===== config.mk =====
export PLATFORM = sky130hd
export DESIGN_NAME = pattern_detector_param
export DESIGN_NICKNAME = d
export VERILOG_FILES = /design/src/rtl/pattern_detector_param.sv
export SDC_FILE = /design/constraint.sdc
export NUM_CORES = 1
export LEC_CHECK = 0
export ABC_AREA = 1
export CAP_MARGIN = 20
export CORE_MARGIN = 5
export CORE_UTILIZATION = 51
export DETAILED_ROUTE_END_ITERATION = 6
export PLACE_DENSITY_LB_ADDON = 0.05
export SLEW_MARGIN = 15
export SYNTH_ARGS = -nofsm -noshare
export SYNTH_HDL_FRONTEND = slang
export SYNTH_SLANG_ARGS = --single-unit

===== constraint.sdc =====
create_clock -name clk -period 2 [get_ports clk]
set_input_delay 0.4 -clock clk [delete_from_list [all_inputs] [get_ports clk]]
set_output_delay 0.4 -clock clk [all_outputs]
set_load 0.05 [all_outputs]

===== src/rtl/pattern_detector_param.sv =====
`default_nettype none
// ============================================================================
// Module      : pattern_detector_param
// Description : Moore serial pattern detector with a programmable PAT_W-bit
//               pattern, overlapping / non-overlapping matching and a
//               saturating match counter.
// Revision    : 1.0 - initial release
// ============================================================================
module pattern_detector_param #(
    parameter int               PAT_W   = 4,
    parameter logic [PAT_W-1:0] PATTERN = 4'b1010,
    parameter int               CNT_W   = 8
) (
    input  logic             clk,
    input  logic             reset,
    input  logic             in,
    input  logic             en,
    input  logic             overlap,
    input  logic             load,
    input  logic [PAT_W-1:0] pat_in,
    input  logic             clr,
    output logic             q,
    output logic [CNT_W-1:0] match_count,
    output logic [PAT_W-1:0] pattern
);

    // fill counts 0..PAT_W, so it needs room for the value PAT_W itself
    localparam int              FILL_W   = $clog2(PAT_W + 1);
    localparam logic [FILL_W-1:0] FILL_FULL = FILL_W'(PAT_W);
    localparam logic [CNT_W-1:0]  CNT_MAX   = {CNT_W{1'b1}};

    logic [PAT_W-1:0]  win_q;
    logic [PAT_W-1:0]  win_d;
    logic [FILL_W-1:0] fill_q;
    logic [FILL_W-1:0] fill_d;
    logic [FILL_W-1:0] fill_inc;
    logic [PAT_W-1:0]  pat_q;
    logic              q_q;
    logic [CNT_W-1:0]  cnt_q;
    logic [CNT_W-1:0]  cnt_d;
    logic              hit;

    // Next history window, saturating fill and hit decision for an enabled edge
    always_comb begin
        win_d    = {win_q[PAT_W-2:0], in};
        fill_inc = (fill_q == FILL_FULL) ? fill_q : fill_q + FILL_W'(1);
        hit      = (fill_inc == FILL_FULL) && (win_d == pat_q);
        // A non-overlapping hit consumes the whole window, so priming restarts
        fill_d   = (hit && !overlap) ? '0 : fill_inc;
        // Counter sticks at its maximum instead of wrapping
        cnt_d    = (hit && (cnt_q != CNT_MAX)) ? cnt_q + CNT_W'(1) : cnt_q;
    end

    // Detector state: load has priority over sampling; clr overrides any increment
    always_ff @(posedge clk or negedge reset) begin
        if (!reset) begin
            win_q  <= '0;
            fill_q <= '0;
            pat_q  <= PATTERN;
            q_q    <= 1'b0;
            cnt_q  <= '0;
        end else begin
            if (load) begin
                pat_q  <= pat_in;
                win_q  <= '0;
                fill_q <= '0;
                q_q    <= 1'b0;
            end else if (en) begin
                win_q  <= win_d;
                fill_q <= fill_d;
                q_q    <= hit;
            end

            if (clr) begin
                cnt_q <= '0;
            end else if (en && !load) begin
                cnt_q <= cnt_d;
            end
        end
    end

    assign q           = q_q;
    assign match_count = cnt_q;
    assign pattern     = pat_q;

endmodule
`default_nettype wire


# [Yosys cells after proc, flatten, opt, wreduce, memory -nomap -nowiden]
# Cells that the tools add are included.
[totals] reg_bits=19 word_cells=32 out_inout_bits=13
[op_classes] eq_ne=4 reduce_logical=10 addsub=2 muxes=11
[ops] cell="2-to-1 mux 8 bit" count=3
[ops] cell="2-to-1 mux 3 bit" count=6
[ops] cell="adder 8 x 1 -> 8 bit, second input constant" count=1
[ops] cell="inequality test 8 bit, second input constant" count=1
[ops] cell="equality test 3 bit, second input constant" count=2
[ops] cell="nonzero test 2 bit" count=3
[ops] cell="equality test 4 bit" count=1
[ops] cell="logical AND 1 bit" count=4
[ops] cell="adder 3 x 1 -> 3 bit, second input constant" count=1
[ops] cell="zero test 1 bit" count=2
[ops] cell="2-to-1 mux 1 bit" count=2
[ops] cell="AND reduction 2 bit" count=1

# [Depth between registers and ports, before layout]
# Gate-level depths: netlist (run 1).
[depth] word_depth=8 mapped_depth=11 depth_no_buf=11

# [Worst setup path after synthesis (run 1)]
# Ideal clock, no wire load.
[synth_path] kind="flip-flop to flip-flop" from="register cnt_q[0], in the netlist match_count[0]" to="register cnt_q[6], in the netlist match_count[6]" path_slack_ns=0.287 t_required_ns=1.881 setup_ns=0.119 arrival_ns=1.594 path_buffers=0 stages_incl_launch_ff=11 period_less_slack_ns=1.713 cell_sequence="dfrtp_1 ha_1 nand2_1 nor2_2 nand2_1 nor2_1 nand2_1 nand2_1 nor2_1 nand3_1 nand2_1"
[synth_via] elab_chain_cells=4 elab_cells_between_ends=8 classes_between="add/sub (1); eq/ne (1); mux (3); reduce/logical (3)"
[synth_rtl] element="start: declaration" line="39" rtl="logic [CNT_W-1:0] cnt_q;"
[synth_rtl] element="start signal: assignment" line="77" rtl="cnt_q <= cnt_d;"
[synth_rtl] element="adder 8 x 1 -> 8 bit or inequality test 8 bit (tied branches)" line="51" rtl="cnt_d = (hit && (cnt_q != CNT_MAX)) ? cnt_q + CNT_W'(1) : cnt_q;"
[synth_rtl] element="2-to-1 mux 8 bit or logical AND 1 bit (tied branches)" line="51"
[synth_rtl] element="2-to-1 mux 8 bit or nonzero test 2 bit (tied branches)"
[synth_rtl] element="2-to-1 mux 8 bit or AND reduction 2 bit (tied branches)"
# Parallel ways exist; a longest one is shown, timed or not. The select of a mux whose other input is x is not followed.
# A chain may end at the register's enable or synchronous reset.

# [Worst setup path after layout (run 1)]
[layout_path] from="register cnt_q[1], in the netlist match_count[1]" to="output port match_count[1]"
[layout_lines] element="end: declaration" line="23" rtl="output logic [CNT_W-1:0] match_count,"
# No word-level cell between the ends.

==> metrics.md, run 1 <==
| Metric | Value |
|---|---|
| Min cycle time layout | `1.94 ns` |
| Port-buffer cells | `23` |
| Crit-path max cell delay | `between 0.8 and 0.9 ns` |
| Clock Latency Late Sink | `~0.31 ns` |
| Final setup vio count | `0` |
| M1 WL | `about 1300 um` |
| Status | `complete, no violations` |
| Sequential cell area fraction in the yosys report | `0.393` |
| Clock Root Buffer | `clkbuf_4` |
| Core area | `about 2300 um^2` |
| CTS tree | `built` |
| Syn nets | `approximately 180` |
| Metal3 WL | `164 um` |
| Multiplexer share of the synthesized area | `0` |
| Setup_tns | `0 ns` |
| DR top layer | `met4` |
| Cells on worst reg2reg path | `10` |
| Tightest Pin Transition | `between 0.5 and 0.6 ns` |
| Util after Layout | `0.678` |
| Cell Area, Synth | `~1200 um^2` |
| Most common cell after layout, fill and taps aside | `nand2_1` |
| Total grt overflow | `0` |
| Post-synth top area share | `0.350` |
| # DRC | `0` |
| Clk slew on worst S/H paths | `about 0.12 ns` |
| Routed Antenna Nets | `0` |
| Die Span X | `58.8 um` |
| Initial antenna violation count | `0` |
| Clk_skew | `around 0.0031 ns` |
| Most frequent cells in the layout | `nand2_1, inv_1, nand3_1` |
| Worst slack at placement | `around 0.20 ns` |
| Slowest CP cell | `clkdlybuf4s50_1` |
| Netlist cell types | `26` |
| DR vias | `between 1000 and 1500` |
| Worst-path cell chain | `clkdlybuf4s50_1` |
| Vias in the first global route | `roughly 1200` |
| Area grow syn2layout | `25.6%` |
| Largest net degree at the start of global routing | `20` |
| Post-Synth Adder-Cell Area | `0.0309` |
| Row cnt | `17` |
| Fin crit share | `0.968` |
| Required time of the critical path | `around 1.6 ns` |
| GR Util All Layers | `0.182` |
| Crit path buffers/inverters | `1` |
| Via-to-Cell Ratio | `a little over 5` |
| Post-DP HPWL | `around 2000 um` |
| Ant. Diodes | `0` |
| Simple-gate share of the synthesized area | `0.401` |
| Unrepaired setup endpoints after global routing | `no` |
| Leak Pwr | `between 0.7 and 0.8 nW` |
| CTS max path bufs | `2` |
| Synth Area in XOR/XNOR | `0.0144` |
| Slew HR | `0.661` |
| Area contributors post-synth | `dfrtp_1, nand2_1, nand3_1` |
| CTS H-Tree Depth | `1` |
| TritonCTS Buffers | `3` |
| CTS sink count | `19` |
| Synth Area in Compound Gates | `0.0720` |
| FILL cells | `192` |
| Cell taking the most area after synthesis | `dfrtp_1` |
| Nets | `between 200 and 250` |
| Io pins | `24` |
| Mean Syn Cell Area | `~7.4 um^2` |
| Final Max Slew Viols | `0` |
| WP data arrival | `1.54 ns` |
| Initial Util | `0.539` |
| FF-to-FF End | `match_count[1]` |
| Die footprint | `about 3500 um^2` |
| Die Y | `~59 um` |
| R2R Setup Slk | `0.37 ns` |
| Hold Vio Cnt, Final | `0` |
| Avg WL per Cell | `around 12 um` |
| Largest family of logic cells by synthesized area | `simple AND/OR/NAND/NOR gates` |
| Mapped Cells | `around 170` |
| Synth Register Bits | `19` |
| Worst setup path class | `reg -> out` |
| VDD IR max | `between 300 and 400 uV` |
| Yosys warning total | `0` |
| Crit Path Max Fanout | `4` |
| Layout cells sized above 1 | `0.185` |
| Routability cong. | `between 0.8 and 0.9` |
| Critical R2R Launch | `fill_q[0]` |
| Initial DRT Pass Iterations | `4` |
| Initial DRC Count | `31` |
| F_max | `between 500 and 600 MHz` |
| Critical Path End Type | `output pin` |
| Delay-heaviest family, CP | `buffers and inverters` |
| Startpoint Class | `flop` |
| Routed wire length | `~2700 um` |
| PwrDens | `around 560 nW/um^2` |
| Min-Delay Path Class | `in -> async` |
| First-pass GRT wire length | `roughly 4900 um` |
| Setup slack after layout | `roughly 0.063 ns` |
| Max-cap violations | `0` |
| Wire length on met2 | `between 1000 and 1500 um` |
state kept, by name, indices dropped and copies added, names as in the netlist:
name	count
match_count	8
pattern	4
fill_q	3
win_q	3
q	1
routing by layer:
layer / GRT usage / up-vias
li1: - / 585
met1: 0.236 / 518
met2: 0.300 / 34
met3: 0.0307 / 5
met4: 0.0744 / 0
met5: 0 / -
cell type report:
| class | instances | area [um^2] | share of cell area |
|---|---|---|---|
| inverter | 25 | 93.8 | 0.0614 |
| clock inverter | 1 | 5.00 | 0.00328 |
| sequential | 19 | 478 | 0.313 |
| clock buffer | 3 | 22.5 | 0.0147 |
| timing repair buffer | 29 | 263 | 0.172 |
| tap | 28 | 35.0 | 0.0229 |
| multi-input combinational | 118 | 631 | 0.413 |
cell usage after synthesis:
cell type and number:
nand4_1 1, nand2_4 1, nor2_2 3, nor2_1 13, nand2_1 44, nand3_4 2
nor3_1 2, o21ai_0 6, clkbuf_1 1, ha_1 3, a21oi_1 2, or2_0 1
nand2_2 4, inv_2 2, nand4_2 1, nand3_1 20, o22ai_1 6, buf_2 2
o21ai_1 2, dfstp_2 2, nand3_2 2, nor2_4 2, and2_1 1, inv_1 23
dfrtp_1 17, xnor2_1 2
logic make-up (layout without fill, tap and decap cells):
logic type	after synthesis	after routing
adder cells (fa/ha/maj)	3	3
buffers and inverters	28	58
flip-flops	19	19
AO/OA/AOI/OAI	16	16
AND/OR/NAND/NOR	97	97
XOR/XNOR	2	2
power breakdown:
part	switching [mW]	total [mW]	leakage, nW	internal [mW]
registers	0.0172	0.422	0.251	0.405
clock network	0.131	0.206	0.0177	0.0747
logic	0.139	0.221	0.492	0.0823
worst max-delay path by stage:
stage	from	to	slack [ns]	cells past startpoint
after floorplan	match_count[0]	match_count[6]	0.29	10
after global placement	in	match_count[1]	0.21	10
after detailed placement	in	match_count[6]	0.20	10
after CTS	pattern[0]	pattern[0]	0.03	1
after global routing	match_count[1]	match_count[1]	0.007	1
final	match_count[1]	match_count[1]	0.06	1
repair_timing:
action	4_1_cts	5_1_grt
buffers inserted	0	0
endpoints found under the setup margin	0	2
endpoints found under the hold margin	0	0
hold buffers	0	0
resized for setup	0	2
metrics by stage:
step	hold WS (ns)	cell area [um^2]	total power, mW	cells
after global placement	0.497	1500	0.647	219
final	0.415	1530	0.849	223
after floorplan	0.104	1220	0.572	165
after detailed placement	0.507	1500	0.651	219
after CTS	0.420	1520	0.852	223
after global routing	0.439	1530	0.901	223
No activity file was read; power rests on OpenSTA's default activity.
==> run 2: changes to the inputs <==
--- a/config.mk
+++ b/config.mk
@@ -11,6 +11,7 @@
 export CORE_UTILIZATION = 51
 export DETAILED_ROUTE_END_ITERATION = 6
 export PLACE_DENSITY_LB_ADDON = 0.05
+export SETUP_SLACK_MARGIN = 0.02
 export SLEW_MARGIN = 15
 export SYNTH_ARGS = -nofsm -noshare
 export SYNTH_HDL_FRONTEND = slang
==> run 2 against run 1 <==
Fmax rose by 1.1%. Combinational power barely moved. Hold slack barely moved. Clock power barely moved. Die area did not move. Sequential share of layout area fell by 0.051 points. Sequential power barely moved. Worst setup slack improved by 0.021 ns. First-iteration DRC count did not move. Largest cell class unchanged.
==> metrics.md, run 2 (synthesis gave the netlist of run 1 again) <==
| Metric | Value |
|---|---|
| Crit path buffers/inverters | `1 (unchanged)` |
| Unrepaired setup endpoints after global routing | `no` |
| Status | `complete, no violations` |
| Tightest Pin Transition | `0.508 ns (-0.000000477 ns)` |
| Post-DP Area | `1500 um^2 (unchanged)` |
| CTS max path bufs | `2 (unchanged)` |
| Final setup vio count | `0 (unchanged)` |
| Row cnt | `17 (unchanged)` |
| Routed wire length | `2650 um (about the same)` |
| Initial DRC Count | `31 (unchanged)` |
| Min cycle time layout | `1.92 ns (-0.0206 ns)` |
| CP Launch Point | `pattern[2]` |
| Die Span X | `58.8 um (unchanged)` |
| Post-route cell area | `1530 um^2 (+0.16%)` |
| Routed Antenna Nets | `0 (unchanged)` |
| Worst slack at placement | `0.198 ns (unchanged)` |
| Leak Pwr | `0.778 nW (+2.3%)` |
| Initial DRT Pass Iterations | `4 (unchanged)` |
| Layout cells sized above 1 | `0.185 (unchanged)` |
| Setup slack after layout | `0.0838 ns (+0.0206 ns)` |
| Die footprint | `3460 um^2 (unchanged)` |
| WP data arrival | `1.52 ns (-0.02 ns)` |
| Tot Pwr | `0.849 mW (about the same)` |
| PwrDens | `555 nW/um^2 (-0.20%)` |
| Setup_tns | `0 ns (unchanged)` |
| GR Util All Layers | `0.182 (unchanged)` |
| Initial antenna violation count | `0 (unchanged)` |
| Critical Path End Type | `output pin` |
| FF-to-FF End | `match_count[1]` |
| Cells on worst reg2reg path | `10 (unchanged)` |
| Max-cap violations | `0 (unchanged)` |
| Vias in the first global route | `1183 (unchanged)` |
| Hold Vio Cnt, Final | `0 (unchanged)` |
| Worst-path cell chain | `clkdlybuf4s50_1` |
| First-pass GRT wire length | `4940 um (unchanged)` |
| TritonCTS Buffers | `3 (unchanged)` |
| Finished Layout Cells | `223 (unchanged)` |
| Port-buffer cells | `23 (unchanged)` |
| F_max | `522 MHz (+1.1%)` |
| Min-Delay Path Class | `in -> async` |
| Largest net degree at the start of global routing | `20 (unchanged)` |
| Final Max Slew Viols | `0 (unchanged)` |
| Clk_skew | `0.00316 ns (+0.0000143 ns)` |
| Slowest CP cell | `clkdlybuf4s50_1` |
| Io pins | `24 (unchanged)` |
| VDD IR max | `348 uV (about the same)` |
| Placed cells | `219 (unchanged)` |
| Clock Latency Late Sink | `0.31 ns (about the same)` |
| # DRC | `0 (unchanged)` |
| Core area | `2250 um^2 (unchanged)` |
| R2R Setup Slk | `0.37 ns (about the same)` |
| Hold Slack | `0.415 ns (-0.0000140 ns)` |
| Clock Root Buffer | `clkbuf_4` |
| Worst setup path class | `reg -> out` |
| DR vias | `1142 (unchanged)` |
| Avg WL per Cell | `11.9 um (about the same)` |
| Post-DP HPWL | `2000 um (unchanged)` |
| Critical R2R Launch | `fill_q[0]` |
| Clk slew on worst S/H paths | `0.11 ns (about the same)` |
| CTS sink count | `19 (unchanged)` |
| Fin crit share | `0.958 (-0.0103)` |
| Routability cong. | `0.861 (unchanged)` |
| Required time of the critical path | `1.60 ns (about the same)` |
| Startpoint Class | `flop` |
| Area grow syn2layout | `25.8%` |
| Total grt overflow | `0 (unchanged)` |
| Most common cell after layout, fill and taps aside | `nand2_1` |
| CTS tree | `built` |
| CTS H-Tree Depth | `1 (unchanged)` |
| Crit Path Max Fanout | `3 (-1)` |
| Ant. Diodes | `0 (unchanged)` |
| Delay-heaviest family, CP | `buffers and inverters` |
| Util after Layout | `0.679 (+0.00111)` |
| Most frequent cells in the layout | `nand2_1, inv_1, nand3_1` |
| Slew HR | `0.661 (unchanged)` |
| Crit-path max cell delay | `0.81 ns (about the same)` |
| Die Y | `58.8 um (unchanged)` |
| Via-to-Cell Ratio | `5.12 (unchanged)` |
| Nets | `210 (unchanged)` |
| Number of flip-flops under the largest register name | `8 (unchanged)` |
| Initial Util | `0.539 (unchanged)` |
run 2: changes by cell type in the layout (fill, tap and decap cells not counted), sizes merged:
cell / change
clkdlybuf4s50: -1
dlymetal6s2s: +1
run 2: per-layer routing:
metal	global-route usage	share of wire	vias to the layer above	wire length (um)
met5	0	0	-	0
met4	0.0744	0.015	0	40
met3	0.0307	0.062	5	164
met2	0.300	0.45	34	1190
met1	0.236	0.47	518	1260
li1	-	-	585	-
run 2: worst max-delay path by stage:
stage                     depth (start not counted)  slack, ns              to
after CTS                                         1       0.03      pattern[0]
after detailed placement                         10       0.20  match_count[6]
after floorplan                                  10       0.29  match_count[6]
after global placement                           10       0.21  match_count[1]
final                                             1       0.08      pattern[2]
after global routing                              1       0.05      pattern[2]
run 2: final cells by class:
cell class                 instances  area, um^2
clock buffer                       3        22.5
clock inverter                     1        5.00
fill                             192         724
inverter                          25        93.8
multi-input combinational        118         631
sequential                        19         478
tap                               28        35.0
timing repair buffer              29         265
run 2: repair_timing:
| action | CTS | global route |
|---|---|---|
| gates resized for setup | 0 | 3 |
| setup buffers | 0 | 0 |
| hold buffers | 0 | 0 |
| setup endpoints to repair | 0 | 3 |
run 2: worst reg2reg max path: cells and delay by family (launching register included):
family                   cells  cell delay [ns]
AND/OR/NAND/NOR              8             0.83
adder cells (fa/ha/maj)      1             0.24
buffers and inverters        1             0.08
flip-flops                   1             0.39
run 2: report_power, final:
group | switching (mW) | internal, mW
Combinational | 0.138 | 0.0821
Clock | 0.131 | 0.0747
Sequential | 0.0171 | 0.405
Total | 0.287 | 0.562
